## config.mk

```make
export PLATFORM = sky130hd
export DESIGN_NAME = ram_initiator
export DESIGN_NICKNAME = d
export VERILOG_FILES = /design/src/rtl/ram_initiator.sv
export SDC_FILE = /design/constraint.sdc
export NUM_CORES = 1
export LEC_CHECK = 0
export ABC_AREA = 1
export BUFFER_PORTS_ARGS = -buffer_cell sky130_fd_sc_hd__buf_2
export CORE_MARGIN = 4
export CORE_UTILIZATION = 60
export DETAILED_ROUTE_END_ITERATION = 10
export PLACE_DENSITY = 0.82
export SYNTH_ARGS = -nofsm -noshare
export SYNTH_HDL_FRONTEND = slang
export SYNTH_SLANG_ARGS = --single-unit
```

## constraint.sdc

```tcl
create_clock -name clk -period 5.35 [get_ports clk]
set_input_delay 0.535 -clock clk [delete_from_list [all_inputs] [get_ports clk]]
set_output_delay 0.535 -clock clk [all_outputs]
set_load 0.005 [all_outputs]
```

## src/rtl/ram_initiator.sv

```systemverilog
// Memory self-test master: writes seed+i to base+i for len words, reads them back and counts mismatches.
// Optional macro PARITY_CHECK_EN adds an even-parity check on mem_rdata[DW]; done follows start by 2*len+RD_LAT+1 cycles.
module ram_initiator #(
  parameter int AW     = 8,
  parameter int DW     = 8,
  parameter int RD_LAT = 1
) (
  input  logic          clk,
  input  logic          rst_n,
  input  logic          start,
  input  logic [AW-1:0] base_addr,
  input  logic [AW:0]   len,
  input  logic [DW-1:0] seed,
  output logic          busy,
  output logic          done,
  output logic          pass,
  output logic [AW:0]   err_count,
  output logic [AW-1:0] first_err_addr,
  output logic [AW-1:0] mem_addr,
  output logic [DW-1:0] mem_wdata,
  output logic          mem_we,
  input  logic [DW:0]   mem_rdata,
  input  logic [AW-1:0] mem_addr_echo
);

  localparam int LW = AW + 1;

  typedef enum logic [2:0] {
    S_IDLE,
    S_WRITE,
    S_READ,
    S_DRAIN,
    S_DONE
  } state_t;

  state_t                    state_q;
  logic [AW-1:0]             base_q;
  logic [LW-1:0]             len_q;
  logic [LW-1:0]             idx_q;
  logic [DW-1:0]             seed_q;
  logic [2:0]                drain_q;
  logic                      busy_q;
  logic                      done_q;
  logic                      pass_q;
  logic [LW-1:0]             err_q;
  logic [AW-1:0]             ferr_q;
  logic [AW-1:0]             mem_addr_q;
  logic [DW-1:0]             mem_wdata_q;
  logic                      mem_we_q;

  // Stage 0 tracks the address currently on mem_addr; stage RD_LAT lines up with mem_rdata.
  logic [RD_LAT:0]           pv_q;
  logic [RD_LAT:0][AW-1:0]   pa_q;
  logic [RD_LAT:0][DW-1:0]   pd_q;

  logic                      last_word;
  logic                      par_err;
  logic                      cmp_vld;
  logic                      mismatch;
  logic [LW-1:0]             err_d;

  assign last_word = (idx_q == len_q - LW'(1));
  assign cmp_vld   = pv_q[RD_LAT];
  assign err_d     = (err_q == '1) ? err_q : err_q + LW'(1);

`ifdef PARITY_CHECK_EN
  assign par_err = mem_rdata[DW] ^ (^mem_rdata[DW-1:0]);
`else
  logic unused_parity;
  assign unused_parity = mem_rdata[DW];
  assign par_err       = 1'b0;
`endif

  assign mismatch = (mem_rdata[DW-1:0] != pd_q[RD_LAT]) ||
                    (mem_addr_echo != pa_q[RD_LAT]) || par_err;

  always_ff @(posedge clk or negedge rst_n) begin
    if (!rst_n) begin
      state_q     <= S_IDLE;
      base_q      <= '0;
      len_q       <= '0;
      idx_q       <= '0;
      seed_q      <= '0;
      drain_q     <= '0;
      busy_q      <= 1'b0;
      done_q      <= 1'b0;
      pass_q      <= 1'b0;
      err_q       <= '0;
      ferr_q      <= '0;
      mem_addr_q  <= '0;
      mem_wdata_q <= '0;
      mem_we_q    <= 1'b0;
      pv_q        <= '0;
      pa_q        <= '0;
      pd_q        <= '0;
    end else begin
      done_q           <= 1'b0;
      pv_q[RD_LAT:1]   <= pv_q[RD_LAT-1:0];
      pa_q[RD_LAT:1]   <= pa_q[RD_LAT-1:0];
      pd_q[RD_LAT:1]   <= pd_q[RD_LAT-1:0];

      if (cmp_vld && mismatch) begin
        if (err_q == '0) ferr_q <= pa_q[RD_LAT];
        err_q <= err_d;
      end

      case (state_q)
        S_IDLE: begin
          if (start) begin
            base_q <= base_addr;
            len_q  <= len;
            seed_q <= seed;
            idx_q  <= '0;
            err_q  <= '0;
            ferr_q <= '0;
            pass_q <= 1'b0;
            busy_q <= 1'b1;
            if (len == '0) begin
              state_q <= S_DONE;
            end else begin
              state_q     <= S_WRITE;
              mem_we_q    <= 1'b1;
              mem_addr_q  <= base_addr;
              mem_wdata_q <= seed;
            end
          end
        end
        S_WRITE: begin
          if (last_word) begin
            state_q    <= S_READ;
            mem_we_q   <= 1'b0;
            mem_addr_q <= base_q;
            idx_q      <= '0;
            pv_q[0]    <= 1'b1;
            pa_q[0]    <= base_q;
            pd_q[0]    <= seed_q;
          end else begin
            idx_q       <= idx_q + LW'(1);
            mem_addr_q  <= mem_addr_q + AW'(1);
            mem_wdata_q <= mem_wdata_q + DW'(1);
          end
        end
        S_READ: begin
          if (last_word) begin
            state_q <= S_DRAIN;
            pv_q[0] <= 1'b0;
            drain_q <= 3'(RD_LAT - 1);
          end else begin
            idx_q      <= idx_q + LW'(1);
            mem_addr_q <= mem_addr_q + AW'(1);
            pa_q[0]    <= pa_q[0] + AW'(1);
            pd_q[0]    <= pd_q[0] + DW'(1);
          end
        end
        S_DRAIN: begin
          if (drain_q == '0) state_q <= S_DONE;
          else               drain_q <= drain_q - 3'd1;
        end
        S_DONE: begin
          done_q  <= 1'b1;
          busy_q  <= 1'b0;
          pass_q  <= (err_q == '0);
          state_q <= S_IDLE;
        end
        default: state_q <= S_IDLE;
      endcase
    end
  end

  assign busy           = busy_q;
  assign done           = done_q;
  assign pass           = pass_q;
  assign err_count      = err_q;
  assign first_err_addr = ferr_q;
  assign mem_addr       = mem_addr_q;
  assign mem_wdata      = mem_wdata_q;
  assign mem_we         = mem_we_q;

endmodule

```

### Word-level counts from Yosys, hierarchy flattened

Cells that the tools add are included.
W data, S select, Z words.

* word-level logic and storage cells: 112
* register bits after elaboration: 111
* output and inout port bits: 37

* multiplexer cells: 47
* equality and inequality tests: 16
* reductions and logical operators: 21
* $add $sub $neg: 8

Operators by type and width (number)
* $mux W8: 15
* $mux W9: 7
* $pmux W8 S2: 3
* $add A8 B1 Y8 const B: 4
* $pmux W9 S3: 1
* $pmux W8 S3: 1
* $mux W3: 7
* $add A9 B1 Y9 const B: 2
* $logic_not A9 Y1: 2
* $ne A2 B2 Y1 const B: 8
* $ne A8 B8 Y1: 2
* $reduce_and A4 Y1: 4
* $pmux W3 S4: 1
* $reduce_and A3 Y1: 4
* $eq A9 B9 Y1: 1
* $eq A9 B9 Y1 const B: 1
* $sub A9 B1 Y9 const B: 1
* $pmux W1 S2: 4
* $reduce_bool A2 Y1: 4
* $mux W1: 7
* $eq A3 B2 Y1 const B: 2
* $logic_not A3 Y1: 2
* $pmux W3 S2: 1
* $reduce_and A2 Y1: 2
* other kinds (6): 6

### Depth between registers and ports, before layout

Gate-level depths: netlist of run 1.

* depth after elaboration: 6
* depth in mapped cells: 17
* mapped depth without buffers: 16

### Worst setup path before layout of run 1

No wires, ideal clock.

* path type: register to register
* start point: reg len_q[0]
* end point: reg mem_addr_q[6] (netlist: mem_addr[6])
* arrival time: 1.870 ns
* library setup time: 0.116 ns
* setup slack: 3.365 ns
* cell stages (with the launch flop): 17
* data required time: 5.234 ns
* cell sequence: dfrtp_1 inv_2 ha_1 nand2_2 nor2_4 nand3_2 nand2_2 nand2_4 nor2_8 nand2_4 nand2_4 nand2_4 buf_6 nand2_1 nand2_1 nor2_1 nor2_1

* longest elaborated chain between the ends: 4

Ends and longest elaborated chain
* start, declared: RTL line 38 `logic [LW-1:0] len_q;`
* start signal, assigned: RTL line 111 `len_q <= len;`
* $sub A9 B1 Y9 (*): RTL line 62 `assign last_word = (idx_q == len_q - LW'(1));`
* $eq A9 B9 Y1 (*): RTL line 62
* $mux W8 / $ne A2 B2 Y1 (equally long branches)
* $pmux W8 S3 / $reduce_and A4 Y1 (equally long branches)
* end signal, assigned: RTL line 123 `mem_addr_q <= base_addr;`
* end signal, assigned: RTL line 132 `mem_addr_q <= base_q;`
* end signal, assigned: RTL line 139 `mem_addr_q <= mem_addr_q + AW'(1);`
* end, declared: RTL line 47 `logic [AW-1:0] mem_addr_q;`

Mark *: on every way between the ends. The rest lies on a longest branch, timed or not.
A chain may end at the register's enable or synchronous reset.

### Worst setup path in the final report of run 1

* start point: reg pd_q[12] (netlist name)
* end point: reg ferr_q[4] (netlist: first_err_addr[4])

* longest elaborated chain between the ends: 6

Ends and longest elaborated chain
* start, declared: RTL line 54 `logic [RD_LAT:0][DW-1:0] pd_q;`
* start signal, assigned by index: RTL line 100 `pd_q[RD_LAT:1] <= pd_q[RD_LAT-1:0];`
* $ne A8 B8 Y1 (*): RTL line 74 `assign mismatch = (mem_rdata[DW-1:0] != pd_q[RD_LAT]) ||`
* $logic_or A1 B1 Y1 (*): RTL line 74
* $logic_and A1 B1 Y1 (*): RTL line 102 `if (cmp_vld && mismatch) begin`
* $mux W8 (*): RTL line 102
* $mux W8: RTL line 109 `if (start) begin`
* $mux W8 (*): RTL line 107 `case (state_q)`
* end signal, assigned: RTL line 103 `if (err_q == '0) ferr_q <= pa_q[RD_LAT];`
* end, declared: RTL line 46 `logic [AW-1:0] ferr_q;`

Marked as above.

==> impl_metrics.toml, run 1 <==
[timing]
report.final.slew_viol_count = 0
rsz0062_at_grt = "no"
fmax_ghz = 0.3644
tns_ns = 0
fin_skew_ns = 0.01216
tightest_slew_ns = 1.095
relSlewSlack_pct = 26.33
min_period_ns = 2.744
fin_crit_sh_pct = 51.30
finalHoldViolations = 0
setup_viol = 0

[pwr]
cellLeakagePower_nw = 3.671
pwr-share-comb_pct = 49.3
switching_share_pct = 46.26
p_int_w = 0.002183
totalPowerFinal_w = 0.004062
clkPwrFrac_pct = 13.5
vdd_drop_max_mv = 0.3368
switchingPower_w = 0.001879
powerDensity_nw_per_um2 = 583.4
p_seq_share_pct = 37.2

[clock_tree]
clk_latency_ns = 0.38
hold_buffers = 0
clockBufferDepth = 2
cts_buffers = 9
cts_tree = "yes"
clock-root-buffer = "clkbuf_8"
cts_htree_levels = 3
cts_resized = 0
post_cts_buffers = 0
cts_sinks = 111
clk_pin_slew_ns = 0.10

[cells_and_area]
layout-drive-gt1-share_pct = 17.37
post-route-util_pct = 68.04
nets = 925
diodes = 0
final_area_um2 = 6962
area_growth_pct = 11.10

[floorplan]
core-area_um2 = 10230
die_h_um = 110.2
num_rows = 37
die_x_um = 110.2
start_util_pct = 61.24
io_pins = 82
die_area_um2 = 12140

[global_route]
grt_pass1_wl_um = 23340
grt_overflow = 0
grt_pass1_vias = 5110
antenna_found_initial = 0
grt_max_degree = 72
grt_usage_pct = 24.37

[yosys]
synthTopCellsByCount = "nand2_1 (242), dfrtp_1 (111), inv_1 (91), nor2_1 (59), o21ai_0 (41)"
ys_async_sr_fraction_pct = 100.0
synth_edf_count = 0
syn_inst = 796
yosysWarnings = 0
ys_seq_area_share_pct = 44.33
syn_avg_cell_area_um2 = 7.872
yosysTopAreaCellShare_pct = 44.33
synth_top_area_cell = "dfrtp_1"
syn-num-nets = 851
syn_area_um2 = 6266
synthTopCellsByArea = "dfrtp_1 (44%), nand2_1 (14%), inv_1 (5.5%), nor2_1 (3.5%), xor2_1 (3.4%)"
synth-seq-cells = 111
yosysMostFrequentCell = "nand2_1"
synth_top_flop_cell = "dfrtp_1"
synthDistinctLibCells = 39

[worst_hold_path]
worst_hold_path_type = "in -> async"

[setup_path]
critPathCaptureType = "flop"
cp_data_arrival_time_ns = 3.00
critPathRequiredTime_ns = 5.60
crit_type = "reg -> reg"
crit_path_max_fanout = 16
ff2ff_setup_slack_ns = 2.61
cp-start-kind = "flop"

[run]
drv_cap = 0

[route]
m1WireLength_um = 6531
ant_nets = 0
drcViolationCount = 0
detail_route.iter0.violations = 319
drtPass1Iterations = 6
maxUsedRoutingLayer = "met4"
wl_um = 13690
num_vias = 5290
post_drt_wl_per_cell_um = 13.55
route.met3.wl_um = 759
viasPerCell = 5.232
wl_met2_um = 6185

[placed_design]
dp_hpwl_um = 10240
dpl_cell_area_um2 = 6749
port-buffer-count = 80
globalplace.congestion = 0.8826

[status]
outcome = "complete, no violations"
-- area by class of cell --
type / count / area, µm²
Tap cell: 136 / 170.2
Clock buffer: 11 / 131.4
Inverter: 100 / 375.4
Sequential cell: 111 / 2778
Multi-Input combinational cell: 566 / 3008
Fill cell: 856 / 3269
Clock inverter: 5 / 81.33
Timing Repair Buffer: 82 / 417.9
-- through the flow --
stage	instances	hold WS, ns	setup slack, ns
3_5_place_dp	995	0.3713	2.405
6_report	1011	0.2670	2.606
4_1_cts	1011	0.3028	2.636
2_1_floorplan	796	0.2394	3.365
5_1_grt	1011	0.3519	2.378
3_3_place_gp	995	0.3774	2.492
-- sequential cells by signal (all words and copies together), names as in the netlist, 2 cells and up --
signal / flops
seed_q: 8
pa_q: 16
err_count: 9
state_q: 3
base_q: 8
len_q: 9
first_err_addr: 8
mem_addr: 8
pd_q: 16
pv_q: 2
mem_wdata: 8
idx_q: 9
drain_q: 3
-- layout by cell type, fill, tap and decap left out, types with 9 or more instances in the layout --
cell,instances
nand2_1,242
dfrtp_1,111
inv_1,91
buf_2,79
nor2_1,58
o21ai_0,41
nand3_1,39
xor2_1,24
nand4_1,22
a21oi_1,20
xnor2_1,16
o21ai_2,16
nor3_1,12
mux2i_1,11
ha_1,10
o21ai_1,9
clkbuf_8,9
-- kinds of logic after synthesis --
family	share of synthesized area (%)
DFF	44.33
and+or+nand+nor	29.69
AOI/OAI and AO/OA	8.926
muxes	1.757
xor gates and xnor gates	5.591
adders and majority gates	1.997
buffers and inverters	7.708
-- power by group through the flow --
stage | Combinational (W) | Sequential [W] | Clock [W]
4_1_cts | 0.00201 | 0.00151 | 0.000556
5_1_grt | 0.00230 | 0.00156 | 0.000592
3_3_place_gp | 0.00191 | 0.00150 | 0
6_report | 0.00200 | 0.00151 | 0.000550
3_5_place_dp | 0.00200 | 0.00152 | 0
2_1_floorplan | 0.00158 | 0.00145 | 0
-- critical path, cell delays in order (launching register included) --
cell,delay (ns)
dfrtp_1,0.39
or2_2,0.29
o211ai_1,0.09
nor3_1,0.09
a21boi_0,0.85
nand2_1,0.53
o21ai_0,0.31
a21oi_1,0.07
-- per-layer routing --
| metal | up-vias | GRT usage [%] |
|---|---|---|
| li1 | 2680 | - |
| met3 | 16 | 3.029 |
| met1 | 2434 | 34.83 |
| met2 | 160 | 38.39 |
| met5 | - | 0 |
| met4 | 0 | 8.971 |
-- path summary, 6_finish.rpt --
path / from / endpoint / cells past startpoint
max: pd_q[12]$_DFF_PN0_ / first_err_addr[4]$_DFF_PN0_ / 7
min: rst_n / first_err_addr[4]$_DFF_PN0_ / 1
max reg2reg: pd_q[12]$_DFF_PN0_ / first_err_addr[4]$_DFF_PN0_ / 7
min reg2reg: pv_q[0]$_DFFE_PN0P_ / pv_q[1]$_DFF_PN0_ / 0
max in group asynchronous: rst_n / idx_q[3]$_DFFE_PN0P_ / 2
min in group clk: seed[3] / seed_q[3]$_DFFE_PN0P_ / 3
No activity file was read; power rests on OpenSTA's default activity.
==> run 2: changes to the inputs <==
--- a/config.mk
+++ b/config.mk
@@ -8,9 +8,9 @@
 export ABC_AREA = 1
 export BUFFER_PORTS_ARGS = -buffer_cell sky130_fd_sc_hd__buf_2
 export CORE_MARGIN = 4
-export CORE_UTILIZATION = 60
+export CORE_UTILIZATION = 58
 export DETAILED_ROUTE_END_ITERATION = 10
-export PLACE_DENSITY = 0.82
+export PLACE_DENSITY = 0.8
 export SYNTH_ARGS = -nofsm -noshare
 export SYNTH_HDL_FRONTEND = slang
 export SYNTH_SLANG_ARGS = --single-unit
==> constraint.sdc (replaced) <==
create_clock -name clk -period 2.6 [get_ports clk]
set_input_delay 0.26 -clock clk [delete_from_list [all_inputs] [get_ports clk]]
set_output_delay 0.26 -clock clk [all_outputs]
set_load 0.005 [all_outputs]
==> run 2 against run 1 <==
  * Die area grew 3.2%
  * Critical path depth grew 6
  * Cell count grew 0.89%
  * Power grew 110%
  * Utilization shrank 0.22 points
  * Setup slack lost 2.4 ns
  * First-iteration DRC count grew 33%
  * Combinational power grew 110%
  * Clock power grew 110%
  * Sequential share of layout area shrank 0.58 points
  * Sequential cell count is the same
==> impl_metrics.toml, run 2 (same netlist as run 1, synthesis figures left out) <==
[global_route]
grt_overflow = 0
grt_max_degree = 48
grt_pass1_wl_um = 23520
grt_pass1_vias = 5026
grt_usage_pct = 22.51
antenna_found_initial = 0

[cells_and_area]
final_area_um2 = 7064
final_cell_mix = "nand2_1 (242), dfrtp_1 (111), inv_1 (91), buf_2 (79), nor2_1 (58)"
multi_input_area_um2 = 3012
reg.largest.list = "pa_q x16, pd_q x16"
layout.area.seq_um2 = 2778
final_common_cell = "nand2_1"
post-route-util_pct = 67.82
nets = 934
layout-drive-gt1-share_pct = 18.33
diodes = 0
fillers = 873
area_growth_pct = 12.74

[floorplan]
core-area_um2 = 10420
die_x_um = 111.9
start_util_pct = 60.16
num_rows = 37
die_h_um = 111.9
io_pins = 82
die_area_um2 = 12530

[pwr]
cellLeakagePower_nw = 3.725
powerDensity_nw_per_um2 = 1200
vdd_drop_max_mv = 0.6092

[timing]
rsz0062_at_grt = "no"
fin_skew_ns = 0.01153
min_period_ns = 2.369
report.final.slew_viol_count = 0
relSlewSlack_pct = 58.78
fmax_ghz = 0.4221
finalHoldViolations = 0
fin_crit_sh_pct = 91.12
setup_viol = 0
tightest_slew_ns = 0.6183
tns_ns = 0

[setup_path]
crit_family = "simple AND/OR/NAND/NOR gates"
crit_path_max_fanout = 32
max_stage_delay_ns = 0.42
cp_data_arrival_time_ns = 2.66
path_cells = "inv_2 -> ha_1 -> nand2_2 -> nor2_4 -> nand3_2 -> nand2_2 -> nand2_4 -> nor2_8 -> nand3_4 -> nand3_4 -> buf_8 -> nand2_1 -> o21ai_2"
critPathBufInv = 2
cp-start-kind = "flop"
crit_type = "reg -> reg"
critPathCaptureType = "flop"
crit_slowest_cell = "dfrtp_1"
critPathRequiredTime_ns = 2.89

[worst_hold_path]
worst_hold_path_type = "in -> reg"

[run]
drv_cap = 0

[clock_tree]
clockBufferDepth = 2
clk_pin_slew_ns = 0.10
cts_buffers = 9
cts_tree = "yes"
clock-root-buffer = "clkbuf_8"
cts_sinks = 111
cts_htree_levels = 3
clk_latency_ns = 0.37

[placed_design]
port-buffer-count = 80
dp_hpwl_um = 10320
dpl_cell_area_um2 = 6822
globalplace.congestion = 0.8787

[status]
outcome = "complete, no violations"

[route]
wl_um = 13650
viasPerCell = 5.237
post_drt_wl_per_cell_um = 13.38
num_vias = 5342
drcViolationCount = 0
ant_nets = 0
detail_route.iter0.violations = 425
drtPass1Iterations = 5
## run 2: cell count changes in the layout (fill, tap and decap cells not counted)
cell           delta
buf_4             +6
clkinv_4          +2
a21boi_0          -1
a21boi_2          +1
buf_12            +1
buf_8             +1
clkbuf_1          -1
clkinv_2          -1
dlygate4sd3_1     +1
## run 2: cell type report
| cell class | instances | area share [%] |
|---|---|---|
| Inverter | 100 | 5.313 |
| Timing Repair Buffer | 91 | 7.191 |
| Multi-Input combinational cell | 566 | 42.63 |
| Clock buffer | 10 | 1.807 |
| Clock inverter | 6 | 1.328 |
| Sequential cell | 111 | 39.32 |
| Tap cell | 136 | 2.409 |
## run 2: what timing repair did
item	CTS	global route
setup buffers	0	0
gates resized for setup	1	3
gates cloned	0	0
endpoints found under the setup margin	8	22
hold buffers	1	0
endpoints found under the hold margin	45	0
## run 2: worst paths after layout
check / start / end / slack [ns] / depth (start not counted)
max in group asynchronous: rst_n / pd_q[5]$_DFFE_PN0P_ / 1.39 / 3
worst min register to register: pd_q[3]$_DFFE_PN0P_ / pd_q[11]$_DFF_PN0_ / 0.44 / 0
worst max-delay path: len_q[0]$_DFFE_PN0P_ / pd_q[5]$_DFFE_PN0P_ / 0.23 / 13
worst min-delay path: seed[3] / seed_q[3]$_DFFE_PN0P_ / 0.1 / 3
worst max register to register: len_q[0]$_DFFE_PN0P_ / pd_q[5]$_DFFE_PN0P_ / 0.23 / 13
min in group asynchronous: rst_n / pd_q[15]$_DFF_PN0_ / 0.44 / 2
## run 2: stage by stage
stage / hold slack (ns) / setup slack [ns] / cells / total power (W)
floorplan: -0.03559 / 0.6146 / 796 / 0.006242
global placement: 0.3156 / 0.05681 / 1003 / 0.007124
detailed placement: 0.3208 / -0.1103 / 1003 / 0.007312
CTS: 0.08518 / 0.09317 / 1020 / 0.008472
global route: 0.1010 / 0.03106 / 1020 / 0.009289
finish: 0.09856 / 0.2309 / 1020 / 0.008479
## run 2: metal layers
layer	up-vias	wire [µm]	track usage, %	share of wire [%]
li1	2693	-	-	-
met1	2512	6779	33.32	50
met2	127	6123	34.45	45
met3	10	617	3.478	4.5
met4	0	126	6.731	0.92
met5	-	0	0	0
## run 2: where the power goes
group          internal (W)  switching (W)
Sequential          0.00244       0.000670
Clock              0.000551       0.000591
Combinational       0.00160        0.00262
## run 2: worst reg2reg max path, cell delays in order, from the launching register on
cell,delay [ns]
dfrtp_1,0.42
inv_2,0.11
ha_1,0.27
nand2_2,0.15
nor2_4,0.13
nand3_2,0.08
nand2_2,0.12
nand2_4,0.08
nor2_8,0.19
nand3_4,0.18
nand3_4,0.13
buf_8,0.24
nand2_1,0.12
o21ai_2,0.07
==> run 3: changes to the inputs <==
--- a/config.mk
+++ b/config.mk
@@ -6,7 +6,7 @@
 export NUM_CORES = 1
 export LEC_CHECK = 0
 export ABC_AREA = 1
-export BUFFER_PORTS_ARGS = -buffer_cell sky130_fd_sc_hd__buf_2
+export BUFFER_PORTS_ARGS = -buffer_cell sky130_fd_sc_hd__clkbuf_2
 export CORE_MARGIN = 4
 export CORE_UTILIZATION = 58
 export DETAILED_ROUTE_END_ITERATION = 10
==> run 3 against run 2 <==
  * Hold slack better by 0.016 ns
  * Utilization about the same
  * Count of clock-buffer cells in the layout increased by 1
  * Clock skew is 0.0015 ns higher
  * Global-route usage increased by 0.18 points
  * Power rose by 0.31%
  * First-iteration DRC count shrank 15%
  * Largest power group unchanged
  * Largest cell class unchanged
  * Cell area is essentially flat
  * Critical path depth is the same
  * Critical endpoint unchanged
==> impl_metrics.toml, run 3 (same netlist as run 1, synthesis figures left out) <==
[cells_and_area]
layout-drive-gt1-share_pct = 18.33
final_common_cell = "nand2_1"
area_growth_pct = 12.76
diodes = 0
final_area_um2 = 7066
layout.cells.non_filler = 1020
nets = 934
final_cell_mix = "nand2_1 (242), dfrtp_1 (111), inv_1 (91), clkbuf_2 (79), nor2_1 (58)"
reg.largest.list = "pa_q x16, pd_q x16"

[clock_tree]
clk_latency_ns = 0.37
cts_buffers = 9
clockBufferDepth = 2
cts_htree_levels = 3
cts_sinks = 111
clk_pin_slew_ns = 0.10
clock-root-buffer = "clkbuf_8"
cts_tree = "yes"

[timing]
setup_viol = 0
fin_crit_sh_pct = 91.39
tns_ns = 0
report.final.slew_viol_count = 0
fin_skew_ns = 0.01300
min_period_ns = 2.376
fmax_ghz = 0.4208
finalHoldViolations = 0
tightest_slew_ns = 0.5799
rsz0062_at_grt = "no"
relSlewSlack_pct = 60.98
hold_ws_ns = 0.1141

[global_route]
grt_pass1_wl_um = 23630
grt_pass1_vias = 5057
grt_max_degree = 61
grt_usage_pct = 22.68
antenna_found_initial = 0
grt_overflow = 0

[route]
drtPass1Iterations = 5
wl_um = 13810
ant_nets = 0
post_drt_wl_per_cell_um = 13.53
detail_route.iter0.violations = 360
drcViolationCount = 0
viasPerCell = 5.263
num_vias = 5368

[setup_path]
cp-start-kind = "flop"
cp_data_arrival_time_ns = 2.67
critPathRequiredTime_ns = 2.89
crit_path_max_fanout = 32
crit_family = "simple AND/OR/NAND/NOR gates"
critPathBufInv = 2
path_cells = "inv_2 -> ha_1 -> nand2_2 -> nor2_4 -> nand3_2 -> nand2_2 -> nand2_4 -> nor2_8 -> nand3_4 -> nand3_4 -> buf_8 -> nand2_1 -> o21ai_2"
crit_slowest_cell = "dfrtp_1"
critPathCaptureType = "flop"
max_stage_delay_ns = 0.42
crit_type = "reg -> reg"

[placed_design]
port-buffer-count = 80
dp_hpwl_um = 10620
placed_cells = 1003
globalplace.congestion = 0.9026
dpl_cell_area_um2 = 6822

[floorplan]
die_h_um = 111.9
die_x_um = 111.9
num_rows = 37
start_util_pct = 60.16
core-area_um2 = 10420
die_area_um2 = 12530
io_pins = 82

[run]
drv_cap = 0

[pwr]
switching_share_pct = 45.73
totalPowerFinal_w = 0.008505
pwr-share-comb_pct = 49.9
vdd_drop_max_mv = 0.6746
p_int_w = 0.004616
p_seq_share_pct = 36.7
clkPwrFrac_pct = 13.4
switchingPower_w = 0.003889
powerDensity_nw_per_um2 = 1204
cellLeakagePower_nw = 3.725

[worst_hold_path]
worst_hold_path_type = "in -> reg"

[status]
outcome = "complete, no violations"
==> run 3: area by class of cell <==
type / count / area (µm²)
clock buffers: 11 / 141.4
clock inverters: 5 / 81.33
fillers: 858 / 3351
inverters: 100 / 375.4
multi-input cells: 566 / 3012
flip-flops and latches: 111 / 2778
well taps: 136 / 170.2
repair buffers: 91 / 508.0
==> run 3: final timing paths <==
check / startpoint / endpoint / slack, ns / cells after the start
max: len_q[0]$_DFFE_PN0P_ / pd_q[5]$_DFFE_PN0P_ / 0.22 / 13
min: seed[2] / seed_q[2]$_DFFE_PN0P_ / 0.11 / 3
max reg2reg: len_q[0]$_DFFE_PN0P_ / pd_q[5]$_DFFE_PN0P_ / 0.22 / 13
min reg2reg: pv_q[0]$_DFFE_PN0P_ / pv_q[1]$_DFF_PN0_ / 0.43 / 0
max in group asynchronous: rst_n / err_count[3]$_DFF_PN0_ / 1.53 / 3
min in group asynchronous: rst_n / pd_q[7]$_DFFE_PN0P_ / 0.40 / 2
==> run 3: stage by stage <==
step                      setup slack, ns  util [%]
after floorplan                    0.6146         -
after global placement            0.06433     65.49
after detailed placement         -0.04229     65.49
after CTS                          0.1043     67.72
after global routing              0.01167     67.83
final                              0.2238     67.83
==> run 3: repair_timing <==
| item | in CTS | in global routing |
|---|---|---|
| hold buffers | 1 | 0 |
| gates resized for setup | 1 | 3 |
| buffers inserted | 0 | 0 |
| setup endpoints to repair | 8 | 19 |
| hold endpoints to repair | 36 | 0 |
==> run 3: worst min-delay path: cells and delay by family <==
kind,cells,cell delay (ns)
buffers and inverters,1,0.09
and+or+nand+nor,2,0.10
==> run 3: metal layers <==
layer / up-vias / GRT usage, % / wire length [µm]
li1: 2698 / - / -
met3: 20 / 2.989 / 674
met1: 2499 / 32.45 / 6544
met5: - / 0 / 0
met2: 151 / 36.17 / 6378
met4: 0 / 7.212 / 207
==> run 3: power groups by stage <==
stage,Sequential [W],Clock [W],Combinational [W]
floorplan,0.00299,0,0.00326
global placement,0.00309,0,0.00402
detailed placement,0.00314,0,0.00420
CTS,0.00311,0.00116,0.00423
finish,0.00312,0.00114,0.00425
global route,0.00322,0.00122,0.00481
